[config.mk]
export PLATFORM = sky130hd
export DESIGN_NAME = multiples_sum_engine
export DESIGN_NICKNAME = d
export VERILOG_FILES = /design/src/rtl/multiples_sum_engine.sv
export SDC_FILE = /design/constraint.sdc
export NUM_CORES = 1
export LEC_CHECK = 0
export BUFFER_PORTS_ARGS = -buffer_cell sky130_fd_sc_hd__buf_2
export CORE_ASPECT_RATIO = 1.75
export CORE_MARGIN = 5
export CORE_UTILIZATION = 62
export CTS_CLUSTER_SIZE = 28
export DETAILED_ROUTE_END_ITERATION = 10
export PLACE_DENSITY_LB_ADDON = 0.08
export SLEW_MARGIN = 10
export SYNTH_ARGS = -nofsm -noshare
export SYNTH_HDL_FRONTEND = slang
export SYNTH_SLANG_ARGS = --single-unit
[constraint.sdc]
create_clock -name CLOCK_50 -period 8.55 [get_ports CLOCK_50]
set_input_delay 1.71 -clock CLOCK_50 [delete_from_list [all_inputs] [get_ports CLOCK_50]]
set_output_delay 1.71 -clock CLOCK_50 [all_outputs]
set_load 0.02 [all_outputs]
[src/rtl/multiples_sum_engine.sv]
// Iterative sum/count of integers in [1, max-1] divisible by div_a or div_b, one candidate per clock.
// Optional abort input/aborted output when MULT_SUM_ABORT_EN is defined.
module multiples_sum_engine #(
    parameter int WIDTH = 32,
    parameter int DIV_W = 8,
    parameter int SUM_W = 64
) (
    input  logic             CLOCK_50,
    input  logic             reset_n,
    input  logic             start,
    input  logic [WIDTH-1:0] max,
    input  logic [DIV_W-1:0] div_a,
    input  logic [DIV_W-1:0] div_b,
`ifdef MULT_SUM_ABORT_EN
    input  logic             abort,
    output logic             aborted,
`endif
    output logic [SUM_W-1:0] sum,
    output logic [WIDTH-1:0] match_count,
    output logic             overflow,
    output logic             busy,
    output logic             done
);

    localparam int AW = ((SUM_W > WIDTH) ? SUM_W : WIDTH) + 1;

    typedef enum logic [1:0] {IDLE, RUN, DONE} state_t;

    state_t           state, state_d;
    logic [WIDTH-1:0] max_q, c;
    logic [DIV_W-1:0] a_q, b_q, ra, rb;
    logic             load, add_en, advance, set_abort;

    // Residues track c mod div without a divider; they wrap to 0 on reaching the divisor.
    logic [DIV_W:0]   ra_inc, rb_inc;
    logic [DIV_W-1:0] ra_nxt, rb_nxt;
    logic             hit, last;
    logic [AW-1:0]    sum_ext;

    assign ra_inc  = {1'b0, ra} + 1'b1;
    assign rb_inc  = {1'b0, rb} + 1'b1;
    assign ra_nxt  = (ra_inc == {1'b0, a_q}) ? '0 : ra_inc[DIV_W-1:0];
    assign rb_nxt  = (rb_inc == {1'b0, b_q}) ? '0 : rb_inc[DIV_W-1:0];
    assign hit     = ((a_q != '0) && (ra == '0)) || ((b_q != '0) && (rb == '0));
    assign last    = (c == max_q - WIDTH'(1));
    assign sum_ext = AW'(sum) + AW'(c);

    always_comb begin
        state_d   = state;
        load      = 1'b0;
        add_en    = 1'b0;
        advance   = 1'b0;
        set_abort = 1'b0;
        case (state)
            IDLE: if (start) begin
                load    = 1'b1;
                state_d = RUN;
            end
            RUN: begin
`ifdef MULT_SUM_ABORT_EN
                if (abort) begin
                    set_abort = 1'b1;
                    state_d   = DONE;
                end else
`endif
                if (max_q <= WIDTH'(1)) begin
                    state_d = DONE;
                end else begin
                    add_en = hit;
                    if (last) state_d = DONE;
                    else      advance = 1'b1;
                end
            end
            DONE: if (!start) state_d = IDLE;
            default: state_d = IDLE;
        endcase
    end

    always_ff @(posedge CLOCK_50 or negedge reset_n) begin
        if (!reset_n) state <= IDLE;
        else          state <= state_d;
    end

    always_ff @(posedge CLOCK_50 or negedge reset_n) begin
        if (!reset_n) begin
            max_q       <= '0;
            a_q         <= '0;
            b_q         <= '0;
            c           <= '0;
            ra          <= '0;
            rb          <= '0;
            sum         <= '0;
            match_count <= '0;
            overflow    <= 1'b0;
        end else if (load) begin
            max_q       <= max;
            a_q         <= div_a;
            b_q         <= div_b;
            c           <= WIDTH'(1);
            ra          <= (div_a > DIV_W'(1)) ? DIV_W'(1) : '0;
            rb          <= (div_b > DIV_W'(1)) ? DIV_W'(1) : '0;
            sum         <= '0;
            match_count <= '0;
            overflow    <= 1'b0;
        end else begin
            if (add_en) begin
                sum         <= sum_ext[SUM_W-1:0];
                match_count <= match_count + WIDTH'(1);
                if (|sum_ext[AW-1:SUM_W]) overflow <= 1'b1;
            end
            if (advance) begin
                c  <= c + WIDTH'(1);
                ra <= ra_nxt;
                rb <= rb_nxt;
            end
        end
    end

`ifdef MULT_SUM_ABORT_EN
    always_ff @(posedge CLOCK_50 or negedge reset_n) begin
        if (!reset_n)       aborted <= 1'b0;
        else if (load)      aborted <= 1'b0;
        else if (set_abort) aborted <= 1'b1;
    end
`endif

    assign busy = (state == RUN);
    assign done = (state == DONE);

endmodule

Yosys cells after proc, flatten, opt, wreduce, memory -nomap -nowiden

Cells that the tools add are included.

Output and inout bits: 99
Flip-flop bits (word level): 195

$add $sub $neg: 6
Eq/ne operators: 8
Mux-type cells: 29
Reduce and logical (&&, ||, !) cells: 13
$lt $le $gt $ge: 3

Operators by type and width:

| cell                    | number |
|---|---|
| $mux W32                | 4 |
| $mux W64                | 2 |
| $add A64 B32 Y65        | 1 |
| $add A32 B1 Y32 const B | 2 |
| $mux W8                 | 6 |
| $eq A32 B32 Y1          | 1 |
| $le A32 B1 Y1 const B   | 1 |
| $sub A32 B1 Y32 const B | 1 |
| $add A8 B1 Y9 const B   | 2 |
| $eq A9 B8 Y1            | 2 |
| $gt A8 B1 Y1 const B    | 2 |
| $logic_not A8 Y1        | 2 |
| $reduce_bool A8 Y1      | 2 |
| $mux W1                 | 12 |
| $mux W2                 | 4 |
| $pmux W2 S3             | 1 |
| $reduce_bool A2 Y1      | 3 |
| $ne A2 B2 Y1 const B    | 2 |
| $ne A3 B1 Y1 const B    | 1 |
| $reduce_and A3 Y1       | 1 |
| $eq A2 B1 Y1 const B    | 1 |
| $eq A2 B2 Y1 const B    | 1 |
| $logic_and A1 B1 Y1     | 2 |
| $logic_not A2 Y1        | 1 |
| 2 further kinds         | 2 |

Depth between registers and ports, before layout

Gate-level depths: netlist (run 1).

Depth in word-level cells: 7
Depth in mapped cells: 14
Depth with buffers taken out: 12

Worst setup path after synthesis (run 1)

No wires, ideal clock.

Kind: flip-flop to flip-flop
From: reg sum[0]
To: reg sum[52]
Buffers on the path: 1
Arrival: 3508 ps
Path slack: 4923 ps
Period minus slack after synthesis: 3627 ps
Cell stages (with the launch flop): 14
Library setup time: 119 ps
Path through: dfrtp_1 > ha_1 > inv_1 > fa_1 > nor2b_1 > o2111ai_1 > a211o_1 > a2111oi_0 > o311ai_0 > a31oi_1 > o21ai_2 > buf_4 > o21a_1 > o21a_1

Longest elaborated chain between the ends: 3

Ends and longest elaborated chain:

| what                   | line | source |
|---|---|---|
| from (decl)            | 18   | `output logic [SUM_W-1:0] sum,` |
| from (signal assigned) | 107  | `sum <= sum_ext[SUM_W-1:0];` |
| $add A64 B32 Y65       | 46   | `assign sum_ext = AW'(sum) + AW'(c);` |
| $mux W64               | 106  | `if (add_en) begin` |
| $mux W64               | 95   | `end else if (load) begin` |

No other way between the ends. The select of a mux whose other input is x is not followed.
A chain may end at the register's enable or synchronous reset.

Worst setup path in the final report (run 1)

From: reg max_q[0]
To: reg c[25]

Longest elaborated chain between the ends: 6
Elaborated cells between the ends (all ways): 7
Those cells by class: 1 x add/sub; 1 x order compare; 1 x eq/ne; 3 x mux; 1 x reduce/logical

Ends and longest elaborated chain:

| what                                    | line | source |
|---|---|---|
| from (decl)                             | 30   | `logic [WIDTH-1:0] max_q, c;` |
| from (signal assigned)                  | 96   | `max_q <= max;` |
| $sub A32 B1 Y32                         | 45   | `assign last = (c == max_q - WIDTH'(1));` |
| $eq A32 B32 Y1                          | 45   |  |
| $mux W1                                 | 70   | `if (last) state_d = DONE;` |
| $mux W1 (*)                             | 66   | `if (max_q <= WIDTH'(1)) begin` |
| $mux W1 (*)                             | 54   | `case (state)` |
| $reduce_bool A2 Y1 (no source line) (*) | -    |  |
| to (signal assigned)                    | 112  | `c <= c + WIDTH'(1);` |
| to (decl)                               | 30   |  |

Mark *: on every way between the ends. The rest lies on a longest branch, timed or not.

==> results of run 1 <==
[critical path: stages (launching register included)]
cell	delay, ps
dfrtp_1	440
inv_1	100
ha_1	220
nor3b_2	350
nand4_2	330
or4b_1	600
a221o_1	350
or4_1	670
o211ai_2	860
o21ai_0	210
a21oi_1	150
[kinds of logic after synthesis]
group,after synthesis
adders and majority gates,41
muxes,6
xor gates and xnor gates,151
buffers and inverters,101
and+or+nand+nor,628
DFF,195
AOI/OAI and AO/OA,290
[flip-flops by register name (all words and copies together), names as in the netlist]
name and count:
overflow 1, b_q 8, match_count 32, state 2, sum 64, rb 8, max_q 32, c 32
ra 8, a_q 8
[worst paths after layout]
check	start	to	slack [ps]
worst max register to register	max_q[0]	c[25]	4160
worst min-delay path	overflow	overflow	490
worst min register to register	overflow	overflow	490
worst max-delay path	max_q[0]	c[25]	4160
min in group asynchronous	reset_n	b_q[5]	1350
max in group asynchronous	reset_n	sum[6]	5470
[layout make-up]
class | count | share of cell area, %
clock inverter | 9 | 1.10
tap | 245 | 2.24
clock buffer | 22 | 3.61
inverter | 35 | 0.960
multi-input combinational | 1116 | 50.6
timing repair buffer | 155 | 5.84
sequential | 195 | 35.6
[where the power goes]
group | leakage, nW | internal [mW] | total [mW] | switching (mW)
Sequential | 2.63 | 1.08 | 1.33 | 0.251
Combinational | 3.50 | 0.414 | 1.12 | 0.711
Clock | 0.314 | 0.526 | 0.882 | 0.356
[cells in the mapped netlist (all sizes together), types with 4 or more instances]
| library cell | count |
|---|---|
| nand2 | 227 |
| dfrtp | 195 |
| nor2 | 103 |
| o21ai | 86 |
| nand3 | 78 |
| xor2 | 77 |
| xnor2 | 74 |
| a21oi | 60 |
| clkbuf | 53 |
| ha | 40 |
| nor3 | 36 |
| inv | 34 |
| nor4 | 28 |
| o211ai | 27 |
| or3 | 27 |
| nand4 | 25 |
| a21o | 23 |
| and2 | 22 |
| or4 | 19 |
| and3 | 17 |
| o31ai | 17 |
| buf | 13 |
| o2111ai | 11 |
| and4 | 10 |
| nand2b | 10 |
| o21a | 10 |
| nor2b | 8 |
| a211o | 7 |
| a211oi | 6 |
| a31oi | 5 |
| mux2i | 5 |
| nor3b | 5 |
| or2 | 5 |
| a2111oi | 4 |
| o21bai | 4 |
| o31a | 4 |
| o41ai | 4 |
[through the flow]
step                hold slack [ps]  instance area, sq um  setup WS (ps)  total power [mW]
finish                          493                 13700           4160              3.34
global route                    536                 13700           3650              3.54
CTS                             498                 13700           4160              3.35
detailed placement              481                 13000           4180              2.46
global placement                475                 13000           4300              2.43
floorplan                       488                 12200           4920              2.13
[layer usage]
| layer | up-vias | GRT usage [%] | part of all wire [%] | routed length (um) |
|---|---|---|---|---|
| li1 | 5242 | - | - | - |
| met1 | 5337 | 34.2 | 37 | 12300 |
| met2 | 329 | 54.6 | 54 | 18000 |
| met5 | - | 0 | 0 | 0 |
| met4 | 0 | 16.3 | 5.4 | 1820 |
| met3 | 115 | 4.99 | 4.1 | 1380 |
==> flow_metrics.py, run 1 <==
metrics = {
    "finish": {
        "fin_util_pct": 70.0,
        "final_common_cell": "nand2_1",
        "antenna_cells": 0,
        "stdcell_count": 1777,
        "drive_gt1_share_pct": 13.7,
        "final_cell_mix": "nand2_1 (226), dfrtp_1 (195), buf_2 (148)",
        "fill_cells": 1656,
        "multi_input_area_sq_um": 6930,
        "area_growth_pct": 12.2,
        "num-nets-final": 1612,
        "regArea_sq_um": 4880,
    },
    "logic_synthesis": {
        "syn-num-nets": 1504,
        "seq_area_frac_synth_pct": 40.0,
        "synthesis.area_sq_um": 12200,
        "netlist_instances": 1412,
        "yosys.area.top_type": "dfrtp_1",
        "yosys.area_share.simple_pct": 25.5,
        "synth_xor_area_share_pct": 10.8,
        "synthFlopType": "dfrtp_1",
        "netlist-cell-type-count": 78,
        "async_flop_share_pct": 100,
        "synth_mux_area_share_pct": 0.503,
        "yosys.area.top_type_share_pct": 40.0,
        "synth.area.top_cells": "dfrtp_1 (40%), nand2_1 (7.0%), xor2_1 (5.5%)",
        "synth_seq_cells": 195,
        "synth_top_family_by_area": "simple AND/OR/NAND/NOR gates",
        "synth_fa_ha_area_share_pct": 4.27,
        "synth_compound_area_share_pct": 15.6,
        "syn_avg_cell_area_sq_um": 8.64,
        "yosys_warnings": 0,
        "synth_edf_count": 0,
    },
    "global_routing": {
        "grt_overflow_total": 0,
        "track_usage_pct": 30.7,
        "antenna_found_initial": 0,
        "grt_pass1_wl_mm": 55.6,
        "grt_pass1_vias": 11200,
        "grt_max_degree": 117,
    },
    "sta": {
        "fmax_mhz": 228,
        "worst-slew-pin-transition_ps": 1130,
        "fin_crit_sh_pct": 51.3,
        "slew_headroom_pct": 24.7,
        "rsz0062_at_grt": "no",
        "fin_crit_ps": 4390,
        "fin_setup_tns_ps": 0,
        "hold_viol": 0,
        "finalSetupViolations": 0,
        "drv_slew": 0,
        "fin_skew_ps": 14.7,
    },
    "cts": {
        "cts_max_level": 4,
        "numCtsBuffers": 17,
        "clk_pin_slew_ps": 70,
        "cts_tree": "built",
        "cts-resized-gates": 0,
        "cts.hold.buffers_added": 0,
        "cts.sinks": 195,
        "cts_root_buf": "clkbuf_16",
        "clock_latency_ps": 450,
        "clockBufferDepth": 2,
        "postCtsSetupRepairBufs": 0,
    },
    "drt": {
        "wl_per_cell_um": 18.9,
        "vias_per_cell": 6.20,
        "drt-initial-drc-count": 925,
        "route.detailed.drc": 0,
        "num_vias": 11000,
        "detail_route.first_pass.iterations": 6,
        "drt-total-wl_mm": 33.5,
        "postRouteAntennaNets": 0,
    },
    "pwr": {
        "power.density_nw_per_um2": 244,
        "leakagePower_nw": 6.45,
        "ir_worst_vdd_mv": 0.267,
    },
    "critical_path": {
        "crit_type": "register to register",
        "cp_data_arrival_time_ps": 4750,
        "end_kind": "register",
        "start_kind": "register",
        "critPathMaxFanout": 24,
        "rr_worst_depth": 10,
        "cp.required_ps": 8910,
    },
    "outcome": {
        "outcome": "complete, no violations",
    },
    "die": {
        "die-height_um": 196,
        "row_count": 68,
        "die-area_sq_um": 22700,
        "die_w_um": 116,
        "start_util_pct": 62.3,
        "core_sq_um": 19600,
        "io_pins": 150,
    },
    "placement": {
        "dp_hpwl_mm": 24.5,
        "portBuffers": 149,
        "dp_cells": 1746,
        "place.gp.congestion": 0.975,
    },
    "run": {
        "drv_cap": 0,
    },
    "hold_path": {
        "holdPathStages": 1,
        "hold_path_class": "register to register",
    },
}
(Power assumes the default switching activity.)
==> inputs of run 2 (changes only) <==
--- a/config.mk
+++ b/config.mk
@@ -8,7 +8,7 @@
 export BUFFER_PORTS_ARGS = -buffer_cell sky130_fd_sc_hd__buf_2
 export CORE_ASPECT_RATIO = 1.75
 export CORE_MARGIN = 5
-export CORE_UTILIZATION = 62
+export CORE_UTILIZATION = 59
 export CTS_CLUSTER_SIZE = 28
 export DETAILED_ROUTE_END_ITERATION = 10
 export PLACE_DENSITY_LB_ADDON = 0.08
==> constraint.sdc (replaced) <==
create_clock -name CLOCK_50 -period 4.6 [get_ports CLOCK_50]
set_input_delay 0.92 -clock CLOCK_50 [delete_from_list [all_inputs] [get_ports CLOCK_50]]
set_output_delay 0.92 -clock CLOCK_50 [all_outputs]
set_load 0.02 [all_outputs]
==> run 2 against run 1 <==
Combinational power grew 91%. Sequential power up 84%. Fmax increased by 6.3%. Die area is 4.7% higher. Cell count up 0.96%. Hold slack improved by 3.7 ps. Largest cell class unchanged. Critical path depth up 1. Flip-flop and latch count is the same. Clock skew decreased by 6.5 ps. Via count fell by 0.38%.
==> flow_metrics.py, run 2 (synthesized netlist as in run 1, its figures left out) <==
metrics = {
    "critical_path": {
        "crit_chain": "inv_1, ha_1, or3b_2, nor3_1, xnor2_1, nand3_1, or4_1, or4_1, or2_1, a21oi_4, a221o_1",
        "path_buf_inv": 1,
        "critPathMaxFanout": 15,
        "crit_slowest_cell": "or4_1",
        "start_kind": "register",
        "critical-path-top-delay-family": "simple AND/OR/NAND/NOR gates",
        "cp_data_arrival_time_ps": 4510,
        "max_stage_delay_ps": 810,
        "cp.required_ps": 4980,
        "crit_type": "register to register",
        "end_kind": "register",
        "cpMostUsedCell": "or4_1",
    },
    "finish": {
        "multi_input_area_sq_um": 6930,
        "stdcell_count": 1794,
        "final_cell_mix": "nand2_1 (226), dfrtp_1 (195), buf_2 (148)",
        "fill_cells": 1759,
        "largest_register_ffs": 64,
        "regArea_sq_um": 4880,
        "area_growth_pct": 13.1,
        "antenna_cells": 0,
        "final_common_cell": "nand2_1",
        "drive_gt1_share_pct": 14.4,
        "top_register": "sum",
        "num-nets-final": 1626,
        "fin_util_pct": 67.7,
    },
    "drt": {
        "route.detailed.drc": 0,
        "vias_per_cell": 6.12,
        "drt-total-wl_mm": 33.5,
        "detail_route.first_pass.iterations": 5,
        "drt-initial-drc-count": 810,
        "postRouteAntennaNets": 0,
        "wl_per_cell_um": 18.7,
        "num_vias": 11000,
    },
    "global_routing": {
        "grt_pass1_wl_mm": 56.1,
        "grt_pass1_vias": 11400,
        "grt_max_degree": 103,
        "antenna_found_initial": 0,
        "track_usage_pct": 28.7,
        "grt_overflow_total": 0,
    },
    "die": {
        "io_pins": 150,
        "core_sq_um": 20400,
        "die-height_um": 200,
        "row_count": 69,
        "die-area_sq_um": 23800,
        "die_w_um": 119,
        "start_util_pct": 59.9,
    },
    "sta": {
        "hold_viol": 0,
        "whs_ps": 496,
        "rsz0062_at_grt": "no",
        "fin_setup_tns_ps": 0,
        "finalSetupViolations": 0,
        "worst-slew-pin-transition_ps": 1130,
        "fin_crit_ps": 4130,
        "fin_crit_sh_pct": 89.7,
        "drv_slew": 0,
        "slew_headroom_pct": 24.7,
        "fin_skew_ps": 8.13,
        "fin_ws_ps": 474,
        "fmax_mhz": 242,
    },
    "run": {
        "drv_cap": 0,
    },
    "placement": {
        "dp_cells": 1763,
        "pre_cts_slack_ps": 564,
        "dp_hpwl_mm": 24.7,
        "place.gp.congestion": 1.01,
        "portBuffers": 149,
    },
    "outcome": {
        "outcome": "complete, no violations",
    },
    "pwr": {
        "leakagePower_nw": 6.51,
        "power.density_nw_per_um2": 450,
        "ir_worst_vdd_mv": 0.296,
    },
    "cts": {
        "cts.hold.buffers_added": 0,
        "clockBufferDepth": 2,
        "cts-resized-gates": 0,
        "cts_max_level": 4,
        "numCtsBuffers": 17,
        "clock_latency_ps": 440,
        "cts.sinks": 195,
        "postCtsSetupRepairBufs": 0,
        "clk_pin_slew_ps": 70,
        "cts_root_buf": "clkbuf_16",
        "cts_tree": "built",
    },
    "hold_path": {
        "hold_path_class": "register to register",
    },
}
[run 2: stage by stage]
stage / instance area, sq um / power (mW)
after CTS: 13800 / 6.23
after global routing: 13800 / 6.59
after detailed placement: 13200 / 4.61
after floorplan: 12200 / 3.96
after global placement: 13200 / 4.56
final: 13800 / 6.20
[run 2: per-layer routing]
metal / track usage [%] / part of all wire, % / vias up
met5: 0 / 0 / -
met4: 16.4 / 5.6 / 0
met3: 4.74 / 4.5 / 110
met2: 52.0 / 54 / 315
met1: 31.2 / 36 / 5284
li1: - / - / 5272
[run 2: path summary, 6_finish.rpt]
check / endpoint / slack [ps] / cells after the start / start
min in group asynchronous: c[21] / 550 / 1 / reset_n
hold reg to reg: overflow / 500 / 1 / overflow
hold / removal: overflow / 500 / 1 / overflow
setup / recovery: rb[5] / 470 / 11 / max_q[0]
setup reg to reg: rb[5] / 470 / 11 / max_q[0]
max in group asynchronous: c[8] / 3130 / 2 / reset_n
[run 2: where the power goes]
part	switching [mW]	internal (mW)	total (mW)
Sequential	0.451	2.00	2.45
Clock	0.658	0.947	1.60
Combinational	1.33	0.809	2.14
Total	2.44	3.76	6.20
[run 2: area by class of cell]
type	instances	share of cell area (%)
inverter	35	0.952
clock buffer	21	3.41
multi-input combinational	1116	50.2
timing repair buffer	169	6.65
sequential	195	35.4
tap	248	2.25
clock inverter	10	1.12
==> inputs of run 3 (changes only) <==
--- a/config.mk
+++ b/config.mk
@@ -8,7 +8,7 @@
 export BUFFER_PORTS_ARGS = -buffer_cell sky130_fd_sc_hd__buf_2
 export CORE_ASPECT_RATIO = 1.75
 export CORE_MARGIN = 5
-export CORE_UTILIZATION = 59
+export CORE_UTILIZATION = 54
 export CTS_CLUSTER_SIZE = 28
 export DETAILED_ROUTE_END_ITERATION = 10
 export PLACE_DENSITY_LB_ADDON = 0.08
==> constraint.sdc (replaced) <==
create_clock -name CLOCK_50 -period 3.5 [get_ports CLOCK_50]
set_input_delay 0.7 -clock CLOCK_50 [delete_from_list [all_inputs] [get_ports CLOCK_50]]
set_output_delay 0.7 -clock CLOCK_50 [all_outputs]
set_load 0.02 [all_outputs]
==> run 3 against run 2 <==
The flow now finishes with violations (negative setup slack). Register-to-register slack got worse by 570 ps. Final area increased by 9.9%. Critical path depth unchanged. Cell count increased by 9.0%. Setup slack got worse by 570 ps. Hold slack got worse by 230 ps. Clock power increased by 32%. Clock skew increased by 4.9 ps. Global-route usage decreased by 0.19 points. Utilization increased by 0.72 points. Flip-flop and latch count unchanged. Combinational power increased by 84%. Critical endpoint is now c[31]. Largest cell class unchanged.
==> flow_metrics.py, run 3 (synthesized netlist as in run 1, its figures left out) <==
metrics = {
    "outcome": {
        "outcome": "finished with violations",
        "violations": "negative setup slack",
    },
    "sta": {
        "fin_setup_tns_ps": -295,
        "slew_headroom_pct": 34.2,
        "worst-slew-pin-transition_ps": 987,
        "fin_crit_ps": 3600,
        "fin_skew_ps": 13.0,
        "fin_crit_sh_pct": 103,
        "fmax_mhz": 278,
        "hold_viol": 0,
        "fin_ws_ps": -96.9,
        "whs_ps": 270,
        "drv_slew": 0,
        "finalSetupViolations": 7,
        "rsz0062_at_grt": "yes",
    },
    "drt": {
        "wl_per_cell_um": 18.7,
        "postRouteAntennaNets": 0,
        "route.detailed.drc": 0,
        "num_vias": 11500,
        "detail_route.first_pass.iterations": 7,
        "drt-initial-drc-count": 682,
        "vias_per_cell": 5.89,
        "drt-total-wl_mm": 36.5,
    },
    "critical_path": {
        "cp_data_arrival_time_ps": 3970,
        "rr_worst_depth": 11,
        "r2r-start": "max_q[26]",
        "critPathMaxFanout": 6,
        "r2r-end": "c[31]",
        "crit_type": "register to register",
        "cp.required_ps": 3870,
        "start_kind": "register",
        "r2r_setup_slack_ps": -100,
        "end_kind": "register",
    },
    "cts": {
        "cts.hold.buffers_added": 0,
        "cts_tree": "built",
        "numCtsBuffers": 17,
        "cts.sinks": 195,
        "clock_latency_ps": 450,
        "cts_max_level": 4,
        "clockBufferDepth": 2,
        "clk_pin_slew_ps": 70,
        "cts_root_buf": "clkbuf_16",
    },
    "finish": {
        "drive_gt1_share_pct": 23.0,
        "antenna_cells": 0,
        "area_growth_pct": 24.3,
        "largest_register_ffs": 64,
        "top_register": "sum",
        "fill_cells": 1891,
        "final_common_cell": "nand2_1",
        "final_cell_mix": "nand2_1 (224), dfrtp_1 (195), buf_2 (148)",
        "num-nets-final": 1738,
    },
    "placement": {
        "portBuffers": 149,
        "place.gp.congestion": 0.985,
        "dp_hpwl_mm": 26.3,
    },
    "global_routing": {
        "grt_max_degree": 91,
        "grt_pass1_wl_mm": 58.8,
        "grt_pass1_vias": 11800,
        "track_usage_pct": 28.5,
        "antenna_found_initial": 0,
        "grt_overflow_total": 0,
    },
    "pwr": {
        "p_sw_share_pct": 39.2,
        "power.density_nw_per_um2": 602,
        "p_clk_share_pct": 23.2,
        "seqPwrFrac_pct": 33.7,
        "internal_power_mw": 5.55,
        "power_switching_mw": 3.58,
        "leakagePower_nw": 7.17,
        "p_comb_share_pct": 43.2,
        "finalPower_mw": 9.13,
        "ir_worst_vdd_mv": 0.409,
    },
    "die": {
        "die-height_um": 209,
        "core_sq_um": 22200,
        "row_count": 72,
        "die_w_um": 124,
        "io_pins": 150,
        "die-area_sq_um": 25800,
        "start_util_pct": 55.1,
    },
    "run": {
        "drv_cap": 0,
    },
    "hold_path": {
        "hold_path_class": "input port to asynchronous set/reset pin",
    },
}
## run 3: final cells by class
cell class | instances | area [sq um] | share of cell area [%]
Multi-Input combinational cell | 1116 | 7300 | 48.2
Sequential cell | 195 | 4880 | 32.2
Timing Repair Buffer | 281 | 1860 | 12.3
Clock buffer | 23 | 468 | 3.09
Tap cell | 296 | 370 | 2.44
Clock inverter | 9 | 153 | 1.01
Inverter | 35 | 131 | 0.866
## run 3: power groups by stage
stage / sequential (mW) / combinational, mW / clock (mW)
after CTS: 3.05 / 3.59 / 2.15
after global routing: 3.12 / 4.29 / 2.24
after global placement: 3.07 / 3.43 / 0
after detailed placement: 3.08 / 3.50 / 0
final: 3.07 / 3.94 / 2.11
after floorplan: 3.11 / 2.09 / 0
## run 3: layer usage
layer / routed length, um / GRT usage (%) / vias to the layer above
met3: 1320 / 4.92 / 97
met4: 1540 / 13.1 / 0
met5: 0 / 0 / -
met2: 20000 / 52.6 / 304
li1: - / - / 5496
met1: 13600 / 30.7 / 5626
## run 3: timing repair
| action | 4_1_cts | 5_1_grt |
|---|---|---|
| buffers inserted | 5 | 18 |
| gates resized for setup | 19 | 77 |
| pin swaps | 2 | 34 |
| setup endpoints to repair | 64 | 84 |
| gates cloned | 0 | 2 |
## run 3: stage by stage
step	instances	setup slack (ps)	area [sq um]	utilization, %
6_report	1955	-96.9	15200	68.4
5_1_grt	1955	-154	15200	68.4
4_1_cts	1937	-61.8	14700	66.2
3_5_place_dp	1900	-511	13900	62.9
3_3_place_gp	1900	-475	13900	62.9
2_1_floorplan	1412	34.1	12200	-
## run 3: worst max path at each step
stage | cells after the start | from | endpoint
6_report | 11 | max_q[26] | c[31]
5_1_grt | 11 | max_q[26] | c[21]
4_1_cts | 10 | max_q[19] | c[31]
3_5_place_dp | 12 | c[0] | sum[50]
3_3_place_gp | 12 | c[0] | sum[62]
2_1_floorplan | 13 | sum[0] | sum[52]
## run 3: critical path, stage by stage, from the launching register on
cell,delay (ps)
dfrtp_1,380
or4_4,560
or4b_4,580
o31a_1,360
a2111oi_4,330
o41ai_2,140
nand3_2,130
buf_6,140
o211ai_4,90
buf_6,180
or4_4,480
a21oi_2,160
